**config.mk**
```make
export PLATFORM = sky130hd
export DESIGN_NAME = avalon_led_responder
export DESIGN_NICKNAME = d
export VERILOG_FILES = /design/src/rtl/avalon_led_responder.sv
export SDC_FILE = /design/constraint.sdc
export NUM_CORES = 1
export LEC_CHECK = 0
export CORE_MARGIN = 5
export CORE_UTILIZATION = 57
export DETAILED_ROUTE_END_ITERATION = 8
export PLACE_DENSITY_LB_ADDON = 0.15
export SYNTH_ARGS = -nofsm -noshare
export SYNTH_HDL_FRONTEND = slang
export SYNTH_SLANG_ARGS = --single-unit
```
**constraint.sdc**
```tcl
create_clock -name clk_clk -period 5.45 [get_ports clk_clk]
set_input_delay 0.545 -clock clk_clk [delete_from_list [all_inputs] [get_ports clk_clk]]
set_output_delay 0.545 -clock clk_clk [all_outputs]
set_load 0.01 [all_outputs]
```
**src/rtl/avalon_led_responder.sv**
```systemverilog
// Avalon-MM register file driving four user LEDs with per-LED 8-bit PWM
// brightness and a programmable blink phase; fixed one-cycle read latency.
module avalon_led_responder #(
  parameter int          CLK_HZ   = 50_000_000,
  parameter logic [31:0] ID_VALUE = 32'h1ED0_0001
) (
  input  logic        clk_clk,
  input  logic        reset_reset_n,
  input  logic [2:0]  avs_address,
  input  logic        avs_read,
  input  logic        avs_write,
  input  logic [31:0] avs_writedata,
  input  logic [3:0]  avs_byteenable,
  output logic [31:0] avs_readdata,
  output logic        avs_readdatavalid,
  output logic [3:0]  led_out
);

  localparam logic [25:0] PERIOD_RST = 26'(CLK_HZ / 2);

  logic [1:0]  ctrl;
  logic [3:0]  led_val;
  logic [31:0] duty;
  logic [25:0] period;
  logic [7:0]  pwm_cnt;
  logic [25:0] blink_cnt;
  logic        phase;
  logic [25:0] period_eff;
  logic        period_hit;
  logic [3:0]  pwm_lit;
  logic [3:0]  led_next;
  logic [31:0] rd_mux;

  function automatic logic [31:0] byte_merge(input logic [31:0] old,
                                             input logic [31:0] wd,
                                             input logic [3:0]  be);
    logic [31:0] r;
    for (int i = 0; i < 4; i++)
      r[8*i +: 8] = be[i] ? wd[8*i +: 8] : old[8*i +: 8];
    return r;
  endfunction

  always_ff @(posedge clk_clk or negedge reset_reset_n) begin
    if (!reset_reset_n) begin
      ctrl    <= 2'b00;
      led_val <= 4'h0;
      duty    <= 32'hFFFF_FFFF;
      period  <= PERIOD_RST;
    end else if (avs_write) begin
      case (avs_address)
        3'd0: if (avs_byteenable[0]) ctrl <= avs_writedata[1:0];
        3'd1: if (avs_byteenable[0]) led_val <= avs_writedata[3:0];
        3'd2: duty <= byte_merge(duty, avs_writedata, avs_byteenable);
        3'd3: begin
          if (avs_byteenable[0]) period[7:0]   <= avs_writedata[7:0];
          if (avs_byteenable[1]) period[15:8]  <= avs_writedata[15:8];
          if (avs_byteenable[2]) period[23:16] <= avs_writedata[23:16];
          if (avs_byteenable[3]) period[25:24] <= avs_writedata[25:24];
        end
        default: ;
      endcase
    end
  end

  // A zero period behaves as one so the phase toggles every cycle.
  assign period_eff = (period == 26'd0) ? 26'd1 : period;
  assign period_hit = avs_write && (avs_address == 3'd3);

  always_ff @(posedge clk_clk or negedge reset_reset_n) begin
    if (!reset_reset_n) begin
      pwm_cnt   <= 8'd0;
      blink_cnt <= 26'd0;
      phase     <= 1'b0;
    end else begin
      pwm_cnt <= pwm_cnt + 8'd1;
      if (period_hit) begin
        blink_cnt <= 26'd0;
      end else if (blink_cnt >= period_eff - 26'd1) begin
        blink_cnt <= 26'd0;
        phase     <= ~phase;
      end else begin
        blink_cnt <= blink_cnt + 26'd1;
      end
    end
  end

  always_comb begin
    pwm_lit = 4'h0;
    for (int i = 0; i < 4; i++)
      pwm_lit[i] = (pwm_cnt < duty[8*i +: 8]) || (duty[8*i +: 8] == 8'hFF);
    led_next = {4{ctrl[0]}} & led_val & pwm_lit & {4{ctrl[1] ? phase : 1'b1}};
  end

  always_comb begin
    rd_mux = 32'h0;
    case (avs_address)
      3'd0: rd_mux = {30'h0, ctrl};
      3'd1: rd_mux = {28'h0, led_val};
      3'd2: rd_mux = duty;
      3'd3: rd_mux = {6'h0, period};
      3'd4: rd_mux = {23'h0, phase, 4'h0, led_out};
      3'd5: rd_mux = ID_VALUE;
      default: rd_mux = 32'h0;
    endcase
  end

  // Output stage: LED drive and read response, one cycle behind the access.
  always_ff @(posedge clk_clk or negedge reset_reset_n) begin
    if (!reset_reset_n) begin
      led_out           <= 4'h0;
      avs_readdata      <= 32'h0;
      avs_readdatavalid <= 1'b0;
    end else begin
      led_out <= led_next;
      if (avs_read && !avs_write) begin
        avs_readdata      <= rd_mux;
        avs_readdatavalid <= 1'b1;
      end else begin
        avs_readdatavalid <= 1'b0;
      end
    end
  end

endmodule

```
======== After elaboration in Yosys (flattened, before gate mapping) ========
Cells that the tools add are included.
word-level totals
  register bits ........................... 136
  input port bits ......................... 43
  output and inout port bits .............. 37
  word-level logic and storage cells ...... 64
operators by class
  add/sub/neg operators ................... 3
  $lt $le $gt $ge ......................... 5
  equality and inequality tests ........... 9
  multiplexer cells ....................... 6
  bitwise operators ....................... 5
  reduce and logical (&&, ||, !) cells .... 20
operators by type and width
  cell                                                 count
  one-hot mux 32 bit (6 select lines)                  1
  two-way mux 26 bit                                   3
  == test 8 bit (second input constant)                4
  less-than comparator 8 bit                           4
  AND reduction 3 bit                                  10
  adder 26 x 1 -> 26 bit (second input constant)       1
  >= comparator 26 bit                                 1
  logical NOT 26 bit                                   1
  subtractor 26 x 1 -> 26 bit (second input constant)  1
  AND 4 bit                                            3
  adder 8 x 1 -> 8 bit (second input constant)         1
  == test 3 x 2 -> 1 bit (second input constant)       2
  == test 3 bit (second input constant)                2
  logical OR 1 bit                                     4
  == test 3 x 1 -> 1 bit (second input constant)       1
  logical NOT 3 bit                                    1
  logical AND 1 bit                                    2
  two-way mux 1 bit                                    2
  NOT 1 bit                                            2
  AND reduction 2 bit                                  1
  logical NOT 1 bit                                    1

======== Logic depth before layout (Yosys ltp) ========
Gate-level depths: netlist of run 1.
  depth in word-level cells ............... 6
  depth in mapped cells ................... 20
  depth with buffers taken out ............ 18

======== Worst setup path before layout of run 1 ========
Ideal clock, no wire load.
  kind .................................... register to register
  start point ............................. register period[2]
  end point ............................... register blink_cnt[7]
  library setup time ...................... 0.071 ns
  data arrival time ....................... 4.069 ns
  data required time ...................... 5.379 ns
  path slack .............................. 1.309 ns
  cell stages (with the launch flop) ...... 21
  buffers on the path ..................... 3
  period minus slack after synthesis ...... 4.141 ns
  cell sequence ........................... dfrtp_1 or3_1 or3_4 or3b_1 buf_6 nor4_2 nor2_1 ha_1 or3b_2 nor2b_2 nor2b_1 xnor2_1 ha_1 a21o_1 nand3_1 a21oi_1 a211o_1 a211o_1 buf_2 buf_2 nor2_1
between the ends
  word-level cells in the longest chain between the ends .. 6
RTL lines
  element                        line  source
  from (decl)                    24    logic [25:0] period;
  from (signal assigned)         55    if (avs_byteenable[0]) period[7:0] <= avs_writedata[7:0];
  logical NOT 26 bit             66    assign period_eff = (period == 26'd0) ? 26'd1 : period;
  two-way mux 26 bit *           66
  subtractor 26 x 1 -> 26 bit *  78    end else if (blink_cnt >= period_eff - 26'd1) begin
  >= comparator 26 bit *         78
  two-way mux 26 bit *           78
  two-way mux 26 bit *           76    if (period_hit) begin
  to (signal assigned)           82    blink_cnt <= blink_cnt + 26'd1;
  to (decl)                      26    logic [25:0] blink_cnt;
Mark *: on every way between the ends. The rest lies on a longest branch, timed or not.
A chain may end at the register's enable or synchronous reset.

======== Worst setup path after layout of run 1 ========
  start point ............................. register period[2]
  end point ............................... register blink_cnt[21]
Same word-level chain as after synthesis.

==> results of run 1 <==
final timing paths:
kind	from	end	slack, ns	depth (start not counted)
setup / recovery	period[2]	blink_cnt[21]	0.61	17
hold / removal	reset_reset_n	avs_readdata[18]	0.30	1
setup reg to reg	period[2]	blink_cnt[21]	0.61	17
hold reg to reg	avs_readdata[31]	avs_readdata[31]	0.46	2
max in group asynchronous	reset_reset_n	avs_readdata[6]	3.84	2
min in group clk_clk	avs_readdata[31]	avs_readdata[31]	0.46	2
state kept, by name, summed over array words and instances, names as in the netlist:
name and cells:
pwm_cnt 8, ctrl 2, led_out 4, period 26, avs_readdatavalid 1, led_val 4
duty 32, phase 1, avs_readdata 32, blink_cnt 26
layout by cell type (no fill, tap or decap), drive strengths merged, types with 4 or more instances in the layout:
| cell type | instances |
|---|---|
| and3 | 19 |
| mux2 | 66 |
| nor4 | 5 |
| nand2 | 64 |
| nor3 | 13 |
| or3 | 4 |
| xnor2 | 18 |
| buf | 5 |
| clkdlybuf4s50 | 77 |
| inv | 37 |
| bufinv | 4 |
| a21boi | 5 |
| ha | 57 |
| a21oi | 29 |
| nor2b | 5 |
| nand4 | 20 |
| o21ai | 43 |
| xor2 | 31 |
| nor2 | 49 |
| o211ai | 6 |
| dfrtp | 92 |
| a21o | 7 |
| clkbuf | 20 |
| dfstp | 44 |
| a221oi | 6 |
| o21a | 6 |
| nand3 | 29 |
| mux2i | 18 |
| clkinv | 6 |
where the power goes:
group          leakage (uW)  internal (uW)  total [uW]  switching [uW]
Sequential          0.00167           1230        1440             209
Clock              0.000302            788        1220             430
Combinational       0.00212            377         731             355
area by class of cell:
type / count / area, sq um / area share, %
multi-input cells: 526 / 3890 / 42.5
flip-flops and latches: 136 / 3460 / 37.8
repair buffers: 82 / 806 / 8.81
clock buffers: 20 / 457 / 4.99
well taps: 176 / 220 / 2.41
clock inverters: 12 / 175 / 1.91
inverters: 38 / 143 / 1.56
metal layers:
metal,vias to the layer above,global-route usage [%],routed length [um]
li1,2715,-,-
met1,2897,31.8,8390
met2,164,42.0,9220
met3,34,6.31,972
met4,0,8.93,450
met5,-,0,0
worst register-to-register path: cells and delay by family, from the launching register on:
kind                       cells  cell delay, ns
DFF                            1            0.43
adders and majority gates      2            0.42
and+or+nand+nor               10            2.41
xor gates and xnor gates       1            0.18
AOI/OAI and AO/OA              4            1.22
kinds of logic (layout without fill, tap and decap cells):
logic type,count (synthesis),in the layout,synth area share (%)
flops,136,136,45.6
compound gates,114,114,9.10
mux,85,85,12.5
fa+ha+maj,57,57,9.40
xor+xnor,49,49,5.66
buf+inv,60,152,3.13
simple gates,221,221,14.7
metrics by stage:
step / cells / hold WS [ns] / power, uW
global placement: 958 / 0.452 / 2140
CTS: 990 / 0.330 / 3410
detailed placement: 958 / 0.455 / 2180
finish: 990 / 0.297 / 3390
global route: 990 / 0.371 / 3580
floorplan: 722 / 0.249 / 1870
==> summary.md, run 1 <==
| Metric | Value |
|---|---|
| Dominant cells by area after synthesis | sky130_fd_sc_hd__dfrtp_1 30%, sky130_fd_sc_hd__dfstp_2 15%, sky130_fd_sc_hd__mux2_2 9.8%, sky130_fd_sc_hd__ha_1 9.4%, sky130_fd_sc_hd__xor2_1 3.6% |
| Per-cell via count in the routed design | 5.87 |
| Actual transition at the worst max-transition pin | 1.05 ns |
| Achievable Freq | 207 MHz |
| Maximum fanout along the worst path | 26 |
| Total placed instance area | 8520 sq um |
| Peak per-stage delay on the critical path | 0.65 ns |
| Syn nets | 822 |
| Total of warnings raised by yosys | 0 |
| Synthesized area divided by synthesized cell count | 10.5 sq um |
| Detailed placer's ending HPWL | 13900 um |
| Hold Violations, Final | 0 |
| Arrival @ worst endpoint | 5.09 ns |
| Critical path type | reg -> reg |
| Required time at the endpoint of the critical path | 5.71 ns |
| Static Leak | 0.00409 uW |
| Fill cell count | 976 |
| Top delay family on crit path | simple AND/OR/NAND/NOR gates |
| Post-Synthesis Cell Area | 7590 sq um |
| Share of the yosys chip area belonging to registers | 45.6% |
| Number of buffers created by CTS | 17 |
| Placeable Area | 13100 sq um |
| Fraction of final layout cells sized beyond drive strength 1 | 19.2% |
| H-tree depth | 4 |
| Clk_skew | 0.00568 ns |
| Most common cell in the netlist | sky130_fd_sc_hd__dfrtp_1 |
| Final critical-path setup slack | 0.611 ns |
| Number of antenna-violating nets in the routed design | 0 |
| Pre-antenna DRT Iters | 5 |
| Number of unique standard cell types used by synthesis | 50 |
| DR DRC count | 0 |
| Register bit count reported by yosys | 136 |
| Syn Inst Count | 722 |
| Insertion delay to the later sink of the worst-skew pair | 0.42 ns |
| Final Net Count | 901 |
| Postcts setup bufs | 0 |
| Worst path bufs/invs | 0 |
| Pin count of the biggest net entering global routing | 81 |
| Max-Slew Margin vs Limit | 29.5% |
| Wire length of the first global-routing pass | 31600 um |
| Worst path cell trace | or3_1 > or3_4 > or3b_1 > nor4_2 > nor2_1 > ha_1 > or3b_2 > nor2b_2 > nor2b_1 > xnor2_1 > ha_1 > a21o_1 > nand3_1 > a21oi_1 > a211o_1 > a211o_1 > nor2_1 |
| Maximum vdd drop | 0.278 mV |
| Count of flip-flops with a built-in enable after synthesis | 0 |
| Class of the tightest hold or removal check | in -> async |
| Slowest stage cell, crit path | sky130_fd_sc_hd__a211o_1 |
| Commonest cells in the netlist | 92 x sky130_fd_sc_hd__dfrtp_1, 66 x sky130_fd_sc_hd__mux2_2, 64 x sky130_fd_sc_hd__nand2_1 |
| Io pins | 80 |
| Post-synth top area cell | sky130_fd_sc_hd__dfrtp_1 |
| Die span in y | 125 um |
| Placement Setup Slack | 0.662 ns |
| Number of global-route vias before repair | 6179 |
| Routability congestion estimate | 0.915 |
| # port buffers | 79 |
| Via count | 5810 |
| Overflow after GRT | 0 |
| Unrepaired setup endpoints after global routing | no |
| Setup tns final | 0 ns |
| Synth-to-layout area growth | 20.6% |
| Synth async-reset ratio | 100% |
| Total of max-cap violations | 0 |
| Post-DR wirelength/cell | 19.2 um |
| Power per Cell Area | 371 nW/um^2 |
| Final setup vio count | 0 |
| Antenna violations before repair | 0 |
| Library cell used as clock root buffer | sky130_fd_sc_hd__clkbuf_16 |
| Clk sinks | 136 |
| Post-CTS Hold Buffers | 0 |
| CP startpoint kind | flip-flop |
| Post-route design area | 9150 sq um |
| Standard-cell rows | 42 |
| Initial cell density of the core | 57.8% |
| Total Wirelength | 19000 um |
| # resized after CTS | 0 |
| Number of buffers on the longest clock path | 2 |
| TritonCTS clock tree | yes |
| GRT Total Usage | 25.1% |
| Primary flip-flop cell chosen by synthesis mapping | sky130_fd_sc_hd__dfrtp_1 |
| Post-route minimum period | 4.84 ns |
| Final Cycle Share | 88.8% |
| Synth top area share | 30.3% |
| Die Footprint | 15700 sq um |
| Antenna diode count | 0 |
| Horizontal die dimension | 125 um |
| Clock slew seen by the registers of the worst setup and hold paths | 0.06 ns |
| Count of routing violations after the opening detailed-route iteration | 435 |
| Run status | completed |
| Final number of max-transition violations | 0 |
| Category of the worst setup path capture point | flip-flop |
| Core utilization of the finished layout | 69.7% |
Power figures use the tool's default switching activity.
==> run 2: changes to the inputs <==
CORE_UTILIZATION = 42   (was 57)
CTS_CLUSTER_SIZE = 40   (was unset)
HOLD_SLACK_MARGIN = 0.1   (was unset)
==> run 2 against run 1 <==
Via count is 1.7% lower. First-iteration DRC count is 27% lower. Clock power hardly changed. Power is 0.88% lower. Sequential share of layout area is 0.22 points lower. Cell count is 5.5% higher. Design area is 0.59% higher. Sequential power hardly changed. Routed wire length is 1.5% higher. Utilization is 18 points lower. Worst hold slack worse by 0.13 ns. Sequential cell count stayed put. Largest cell class unchanged. Highest routed layer unchanged.
==> summary.md, run 2 (synthesized netlist as in run 1, its figures left out) <==
| Metric | Value |
|---|---|
| Fill cell count | 1601 |
| Antenna diode count | 0 |
| Library cell used as clock root buffer | sky130_fd_sc_hd__clkbuf_16 |
| Maximum vdd drop | 0.244 mV |
| Achievable Freq | 206 MHz |
| Fraction of final layout cells sized beyond drive strength 1 | 19.0% |
| GRT Total Usage | 19.5% |
| Io pins | 80 |
| Setup tns final | 0 ns |
| # resized after CTS | 0 |
| Critical path type | reg -> reg |
| Die Footprint | 20900 sq um |
| Standard-cell rows | 49 |
| Most frequent standard cell in the layout excluding fill and tap cells | sky130_fd_sc_hd__dfrtp_1 |
| Post-CTS Hold Buffers | 0 |
| Per-cell via count in the routed design | 5.47 |
| Number of global-route vias before repair | 5944 |
| # placed instances | 1012 |
| Pin count of the biggest net entering global routing | 81 |
| Initial cell density of the core | 42.4% |
| Total of max-cap violations | 0 |
| Routability congestion estimate | 0.825 |
| Insertion delay to the later sink of the worst-skew pair | 0.42 ns |
| Hold Violations, Final | 0 |
| Clk_skew | 0.0114 ns |
| Placeable Area | 17900 sq um |
| Number of buffers created by CTS | 17 |
| Antenna violations before repair | 0 |
| Most frequent cells in the layout | 92 x sky130_fd_sc_hd__dfrtp_1, 77 x sky130_fd_sc_hd__clkdlybuf4s50_1, 66 x sky130_fd_sc_hd__mux2_2 |
| Count of routing violations after the opening detailed-route iteration | 316 |
| Post-layout instance count excluding filler cells | 1044 |
| Final Cycle Share | 89.1% |
| Core utilization of the finished layout | 51.4% |
| TritonCTS clock tree | yes |
| Required time at the endpoint of the critical path | 5.71 ns |
| Number of antenna-violating nets in the routed design | 0 |
| Max-Slew Margin vs Limit | 42.6% |
| Synth-to-layout area growth | 21.3% |
| Run status | completed |
| Final number of max-transition violations | 0 |
| Static Leak | 0.00408 uW |
| Pre-antenna DRT Iters | 4 |
| H-tree depth | 4 |
| Class of the tightest hold or removal check | in -> async |
| Power per Cell Area | 365 nW/um^2 |
| Total Wirelength | 19300 um |
| Number of buffers on the longest clock path | 2 |
| DR DRC count | 0 |
| Postcts setup bufs | 0 |
| Final Net Count | 902 |
| Horizontal die dimension | 144 um |
| Wire length of the first global-routing pass | 31500 um |
| Die span in y | 144 um |
| Actual transition at the worst max-transition pin | 0.860 ns |
| Maximum fanout along the worst path | 26 |
| Final setup vio count | 0 |
| Post-DR wirelength/cell | 18.5 um |
| CP startpoint kind | flip-flop |
| Clk sinks | 136 |
| Largest registers | avs_readdata x32, duty x32 |
| Detailed placer's ending HPWL | 14600 um |
| Post-route minimum period | 4.86 ns |
| Overflow after GRT | 0 |
| Arrival @ worst endpoint | 5.12 ns |
| Via count | 5713 |
| # port buffers | 79 |
| Category of the worst setup path capture point | flip-flop |
| Clock slew seen by the registers of the worst setup and hold paths | 0.06 ns |
| Unrepaired setup endpoints after global routing | no |
[run 2: cell count changes in the layout (fill, tap and decap cells not counted)]
cell | previous run | this run
sky130_fd_sc_hd__clkbuf_1 | 1 | 3
sky130_fd_sc_hd__clkinv_2 | 3 | 1
sky130_fd_sc_hd__inv_6 | 0 | 2
sky130_fd_sc_hd__buf_6 | 0 | 1
sky130_fd_sc_hd__bufinv_16 | 4 | 3
sky130_fd_sc_hd__clkinv_4 | 2 | 1
[run 2: path summary, 6_finish.rpt]
check	from	cells past startpoint	endpoint	slack, ns
worst min register to register	avs_readdata[31]	2	avs_readdata[31]	0.46
max in group asynchronous	reset_reset_n	2	period[10]	4.09
worst max-delay path	period[2]	16	blink_cnt[11]	0.59
worst max register to register	period[2]	16	blink_cnt[11]	0.59
worst min-delay path	reset_reset_n	1	blink_cnt[0]	0.17
min in group clk_clk	avs_readdata[31]	2	avs_readdata[31]	0.46
[run 2: cell type report]
| cell class | count | area, sq um | share of cell area (%) |
|---|---|---|---|
| Tap cell | 229 | 287 | 3.11 |
| Multi-Input combinational cell | 526 | 3890 | 42.3 |
| Sequential cell | 136 | 3460 | 37.6 |
| Clock inverter | 10 | 144 | 1.56 |
| Timing Repair Buffer | 83 | 817 | 8.88 |
| Inverter | 38 | 143 | 1.55 |
| Clock buffer | 22 | 464 | 5.04 |
[run 2: metrics by stage]
step	total power, uW	instance area [sq um]	worst slack, ns	hold slack (ns)
finish	3360	9210	0.595	0.171
CTS	3390	9210	0.585	0.193
global route	3560	9210	0.207	0.234
global placement	2150	8600	0.792	0.457
detailed placement	2180	8600	0.627	0.456
floorplan	1870	7590	1.31	0.249
[run 2: layer usage]
layer  wire length, um  share of wire [%]  vias up  global-route usage (%)
li1                  -                  -     2731                       -
met3               908                4.7       26                    4.00
met5                 0                  0        -                       0
met1              8920                 46     2833                    27.0
met2              9090                 47      123                    30.5
met4               385                2.0        0                    6.53
[run 2: worst max-delay path, cell delays in order, from the launching register on]
cell and delay (ns):
sky130_fd_sc_hd__dfrtp_1 0.43, sky130_fd_sc_hd__or3_1 0.40, sky130_fd_sc_hd__or3_4 0.35, sky130_fd_sc_hd__or3b_1 0.55, sky130_fd_sc_hd__nor4_2 0.31, sky130_fd_sc_hd__nor2_1 0.11, sky130_fd_sc_hd__ha_1 0.23, sky130_fd_sc_hd__or3b_2 0.25
sky130_fd_sc_hd__nor2b_2 0.09, sky130_fd_sc_hd__nand3_1 0.13, sky130_fd_sc_hd__nor3_1 0.07, sky130_fd_sc_hd__xnor2_1 0.14, sky130_fd_sc_hd__ha_1 0.28, sky130_fd_sc_hd__nand4_1 0.12, sky130_fd_sc_hd__nor3_1 0.39, sky130_fd_sc_hd__a211o_1 0.73
sky130_fd_sc_hd__nor2_1 0.13
[run 2: where the power goes]
| part | switching [uW] | internal, uW |
|---|---|---|
| clock | 452 | 747 |
| sequential | 193 | 1230 |
| combinational | 359 | 377 |
